[src/rtl/pending_priority_encoder.sv]
// Sticky pending-event encoder: latches request pulses, then presents them one
// index at a time through a valid/ready slot, fixed-priority or round-robin.
module pending_priority_encoder #(
  parameter int N  = 8,
  parameter int W  = $clog2(N),
  parameter bit RR = 1'b0
) (
  input  logic         clk,
  input  logic         rst_n,
  input  logic [N-1:0] req,
  output logic [W-1:0] out_idx,
  output logic         out_valid,
  input  logic         out_ready,
  output logic [N-1:0] pending,
  output logic         overflow
);

  logic [W-1:0] ptr;
  logic [W-1:0] ptr_next;
  logic [W-1:0] sel;
  logic         sel_any;
  logic         slot_free;
  logic         load;
  logic [N-1:0] load_mask;

  // Scan starts at ptr in round-robin mode, at 0 otherwise; wrap is at N, not 2^W.
  always_comb begin
    int unsigned base;
    int unsigned j;
    sel     = '0;
    sel_any = 1'b0;
    base    = RR ? int'(ptr) : 0;
    j       = 0;
    for (int unsigned k = 0; k < N; k++) begin
      j = base + k;
      if (j >= N) j = j - N;
      if (!sel_any && pending[j]) begin
        sel     = W'(j);
        sel_any = 1'b1;
      end
    end
  end

  assign slot_free = !out_valid || out_ready;
  assign load      = slot_free && sel_any;
  assign load_mask = load ? (N'(1) << sel) : '0;
  assign ptr_next  = (sel == W'(N - 1)) ? '0 : sel + W'(1);

  always_ff @(posedge clk or negedge rst_n) begin
    if (!rst_n) begin
      pending   <= '0;
      out_idx   <= '0;
      out_valid <= 1'b0;
      overflow  <= 1'b0;
      ptr       <= '0;
    end else begin
      // A new event on the line being loaded this edge re-arms it; only merges into
      // a bit that stays pending count as overflow.
      pending  <= (pending & ~load_mask) | req;
      overflow <= |(req & pending & ~load_mask);
      if (load) begin
        out_idx   <= sel;
        out_valid <= 1'b1;
        if (RR) ptr <= ptr_next;
      end else if (slot_free) begin
        out_valid <= 1'b0;
      end
    end
  end

endmodule

[config.mk]
export PLATFORM = sky130hd
export DESIGN_NAME = pending_priority_encoder
export DESIGN_NICKNAME = d
export VERILOG_FILES = /design/src/rtl/pending_priority_encoder.sv
export SDC_FILE = /design/constraint.sdc
export NUM_CORES = 1
export LEC_CHECK = 0
export ABC_AREA = 1
export BUFFER_PORTS_ARGS = -buffer_cell sky130_fd_sc_hd__buf_2
export CORE_MARGIN = 2
export CORE_UTILIZATION = 49
export DETAILED_ROUTE_END_ITERATION = 16
export GPL_ROUTABILITY_DRIVEN = 0
export PLACE_DENSITY = 0.75
export SYNTH_ARGS = -nofsm -noshare
export SYNTH_HDL_FRONTEND = slang
export SYNTH_SLANG_ARGS = --single-unit
[constraint.sdc]
create_clock -name clk -period 1.7 [get_ports clk]
set_input_delay 0.085 -clock clk [delete_from_list [all_inputs] [get_ports clk]]
set_output_delay 0.085 -clock clk [all_outputs]
set_load 0.005 [all_outputs]
# Word-level counts from Yosys, hierarchy flattened
# Index checks and enable logic that the tools add are counted.
dict set report totals {
  ff_bits 13
  latch_bits 0
  mem_bits_rw 0
  romBits 0
  inputBits 11
  output_inout_bits 13
  elab_cells 47
  memories 0
}
dict set report op_classes {
  addsub 0
  n_mul 0
  div 0
  order_cmp 0
  eq_ne 0
  shift 1
  n_mux 18
  bitwise 5
  reduce_logical 19
}
# op n
set ops {}
lappend ops {{$and A8 B8 Y8} 3}
lappend ops {{$mux W3} 5}
lappend ops {{$mux W1} 11}
lappend ops {{$logic_and A1 B1 Y1} 8}
lappend ops {{$logic_not A1 Y1} 8}
lappend ops {{$mux W8} 1}
lappend ops {{$not A8 Y8} 1}
lappend ops {{$or A8 B8 Y8} 1}
lappend ops {{$reduce_or A8 Y1} 1}
lappend ops {{$shl A1 B3 Y8 const A} 1}
lappend ops {{$mux W2} 1}
lappend ops {{$reduce_bool A2 Y1} 1}
lappend ops {{$logic_or A1 B1 Y1} 1}

# Depth between registers and ports, before layout
dict set report logic_depth {
  word_depth 27
  ltp_mapped 11
  depth_no_buf 11
}

# Worst setup path after synthesis
# OpenSTA, ideal clock, no wires.
dict set report synth_path {
  kind {register to register}
  from {register pending[0]}
  to {register overflow}
  setup_time_ns 0.124
  arrival_time_ns 1.267
  required_ns 1.576
  setup_slack_ns 0.309
  path_stages_with_launch 11
  n_path_buf 0
  synth_period_minus_slack_ns 1.391
  cell_sequence {dfrtp_1 nor2_4 nand3_2 nor2_2 nand2_2 clkinv_1 nand3_1 nand2_1 nand2_1 nor2_2 nand3_2}
}
dict set report synth_via {
  elab_chain_len 27
  elab_cells_between_ends 36
  classes_between {shift: 1; mux: 16; bitwise: 3; reduce/logical: 16}
}
# item line
set synth_lines {}
lappend synth_lines {{start: declaration} 14} ;# output logic [N-1:0] pending,
lappend synth_lines {{start signal: assignment} 59} ;# pending <= (pending & ~load_mask) | req;
lappend synth_lines {{$mux W1} 37} ;# if (!sel_any && pending[j]) begin
lappend synth_lines {{$logic_not A1 Y1} 37}
lappend synth_lines {{$logic_and A1 B1 Y1} 37}
lappend synth_lines {{$mux W1} 37}
lappend synth_lines {{$logic_not A1 Y1} 37}
lappend synth_lines {{$logic_and A1 B1 Y1} 37}
lappend synth_lines {{$mux W1} 37}
lappend synth_lines {{$logic_not A1 Y1} 37}
lappend synth_lines {{[11 not listed]} --}
lappend synth_lines {{$logic_not A1 Y1} 37}
lappend synth_lines {{$logic_and A1 B1 Y1} 37}
lappend synth_lines {{$mux W3 or $mux W1 (tied branches)} 37}
lappend synth_lines {{$shl A1 B3 Y8 or $logic_and A1 B1 Y1 (tied branches)} {46, 45}}
lappend synth_lines {{$mux W8} 46} ;# assign load_mask = load ? (N'(1) << sel) : '0;
lappend synth_lines {{$not A8 Y8} 60} ;# overflow <= |(req & pending & ~load_mask);
lappend synth_lines {{$and A8 B8 Y8 *} 60}
lappend synth_lines {{$reduce_or A8 Y1 *} 60}
lappend synth_lines {{end signal: assignment} 60}
lappend synth_lines {{end: declaration} 15} ;# output logic overflow
# Mark *: on every way between the ends. The rest lies on a longest branch, timed or not.
# A chain may end at the register's enable or synchronous reset.

# Worst setup path in the final report
# Ends and elaborated chain as after synthesis.

==> results by group <==
Placement
  – I/O Buffers: 23
  – Final HPWL DP: 1.24 mm
  – Post-Place Cells: 138

Routing
  – Via density: 4.93
  – Total routed wirelength: 1.65 mm
  – DR iter-0 viols: 12
  – Antenna viol nets, final: 0
  – Via count: 744
  – Drt first pass iters: 4
  – WL/cell: 10.9 µm
  – DRC errors left: 0

Timing
  – Slew Viols, Final: 0
  – Final Critical Period: 1.52 ns
  – Worst clock skew: 0.00367 ns
  – Fmax: 0.659 GHz
  – RSZ-0062 raised after global routing: no
  – Worst slew margin: 78.1%
  – TNS Setup: 0 ns
  – Endpoints failing setup: 0
  – Slew at the pin closest to its max-slew limit: 0.327 ns
  – Tcrit/Tclk final: 89.3%
  – Fin. Hold Viols: 0

Die
  – Starting Density: 52.4%
  – Num ports: 24
  – # rows: 14
  – Die area: 1950 µm²
  – Core Area: 1510 µm²
  – Die Ht: 44.1 µm
  – Die Span X: 44.1 µm

Worst setup path
  – CP endpoint kind: flip-flop
  – Setup crit start kind: flip-flop
  – Worst-path maximum fanout: 7
  – WS Path Type: reg2reg
  – CP max stage delay: 0.47 ns
  – CP arrival: 1.68 ns
  – Required time at the worst-slack endpoint: 1.87 ns
  – Slowest CP cell: dfrtp_1
  – Critical Path, Cell by Cell: nor2_4, nand3_2, nor2_2, nand2_2, clkinv_1, nand3_1, nand2_1, nand2_1, nor2_2, nand3_2

Global routing
  – GRT Total Usage: 20.0%
  – Largest net degree at the start of global routing: 14
  – Global route overflow: 0
  – Vias in the first global route: 644
  – First-pass GRT wire length: 2.77 mm
  – Initial antenna violation count: 0

Power
  – Maximum VDD drop: 450 µV
  – Total Power: 0.668 mW
  – P_leak: 0.573 nW
  – Power density over the cells: 641 nW/µm²

Outcome
  – Status: completed

Synthesis
  – Syn_nets: 110
  – Yosys Warn Count: 0
  – Cell taking the most area after synthesis: dfrtp_1
  – Register area share after synthesis: 41.2%
  – Mapped Cells: 99
  – Share of the synthesized area in the top cell type: 41.2%
  – Synth Register Bits: 13
  – Syn Area/Cell: 7.97 µm²
  – Cell Area, Synth: 790 µm²
  – Yosys cell types: 20
  – Top cells by area, synth: dfrtp_1 41%, nand2_1 10%, inv_1 8.6%

Cells and area
  – P&R area growth vs syn: 31.9%
  – Share of layout cells above drive strength 1: 30.4%
  – Final #Nets: 147
  – Post-route non-filler standard cell count: 151
  – ANT cells: 0

Clock tree
  – Clock root buffer: clkbuf_4
  – CTS resizes: 0
  – CTS tree: yes
  – CTS buffer count: 3
  – Clock Pin Slew Worst Setup and Hold Paths: 0.08 ns
  – Worst-Skew Late Latency: 0.28 ns
  – CTS Hold Bufs: 9
  – Clock tree sinks: 13
  – Clock tree buffer depth: 2
  – Post-CTS setup buffers: 0
  – H-tree depth: 1

Min path
  – Hold Path Class: in2async

Flow run
  – Max Cap Violations: 0
[cells in the final DEF (no fill, tap or decap), types with 2 or more instances in the layout]
cell and n:
nand2_1 21, nor2_2 4, clkbuf_4 3, nor2_4 2
dfrtp_1 13, a41oi_1 2, a21o_1 8, inv_1 18
nand3_1 7, nor2_1 9, nand2_4 2, nand3_2 2
nand4_1 2, buf_2 23, dlygate4sd3_1 9, nand2_2 2
[Yosys cell counts]
cell type,instances
nor2_1,9
dfrtp_1,13
a41oi_1,2
o21ai_0,1
nand2_1,21
nand4_1,2
a21oi_2,1
nand3_1,7
nor2_4,2
nor3_1,1
inv_1,18
nor2_2,4
clkinv_1,1
a21o_1,8
nand2_2,2
nand4_4,1
a31oi_1,1
inv_4,1
nand3_2,2
nand2_4,2
[critical path: cells and delay by family (launching register included)]
| family | cells | cell delay, ns |
|---|---|---|
| and+or+nand+nor | 9 | 0.88 |
| DFF | 1 | 0.47 |
| buffers and inverters | 1 | 0.05 |
[cells by family after synthesis]
group | Yosys count | synth area share, %
and+or+nand+nor | 53 | 36.6
buffers and inverters | 20 | 9.83
DFF | 13 | 41.2
AOI/OAI and AO/OA | 13 | 12.4
[power breakdown]
group / internal, mW / switching (mW) / leakage (nW)
Combinational: 0.0627 / 0.0672 / 0.429
Clock: 0.0911 / 0.104 / 0.0150
Sequential: 0.325 / 0.0170 / 0.129
Total: 0.479 / 0.188 / 0.573
[per-stage QoR]
step	hold WS, ns	area, µm²	setup slack [ns]	utilization, %
2_1_floorplan	-0.211	790	0.309	-
3_3_place_gp	-0.0120	925	0.254	61.4
3_5_place_dp	-0.00773	925	0.191	61.4
4_1_cts	0.223	1040	0.175	69.1
5_1_grt	0.247	1040	0.0366	69.1
6_report	0.216	1040	0.182	69.1
[path summary, 6_finish.rpt]
kind	startpoint	endpoint	slack (ns)	depth (start not counted)
worst max-delay path	pending[0]	overflow	0.18	10
worst min-delay path	rst_n	out_idx[1]	0.22	2
worst max register to register	pending[0]	overflow	0.18	10
worst min register to register	out_idx[2]	out_idx[2]	0.50	2
max in group asynchronous	rst_n	pending[1]	1.25	2
min in group clk	out_ready	out_valid	0.28	4
[sequential cells by signal, indices dropped and copies added (netlist names)]
signal     cells
out_idx        3
out_valid      1
overflow       1
pending        8
[layout make-up]
| cell class | count | area (µm²) |
|---|---|---|
| Multi-Input combinational cell | 66 | 387 |
| Clock buffer | 4 | 26.3 |
| Timing Repair Buffer | 32 | 205 |
| Tap cell | 16 | 20.0 |
| Sequential cell | 13 | 325 |
| Fill cell | 129 | 465 |
| Inverter | 20 | 77.6 |
[metal layers]
metal	vias up	share of wire, %	global-route usage (%)
li1	386	-	-
met2	19	48	29.4
met5	-	0	0
met1	335	45	27.4
met4	0	2.3	9.09
met3	4	4.5	5.31
No activity file was read; power rests on OpenSTA's default activity.
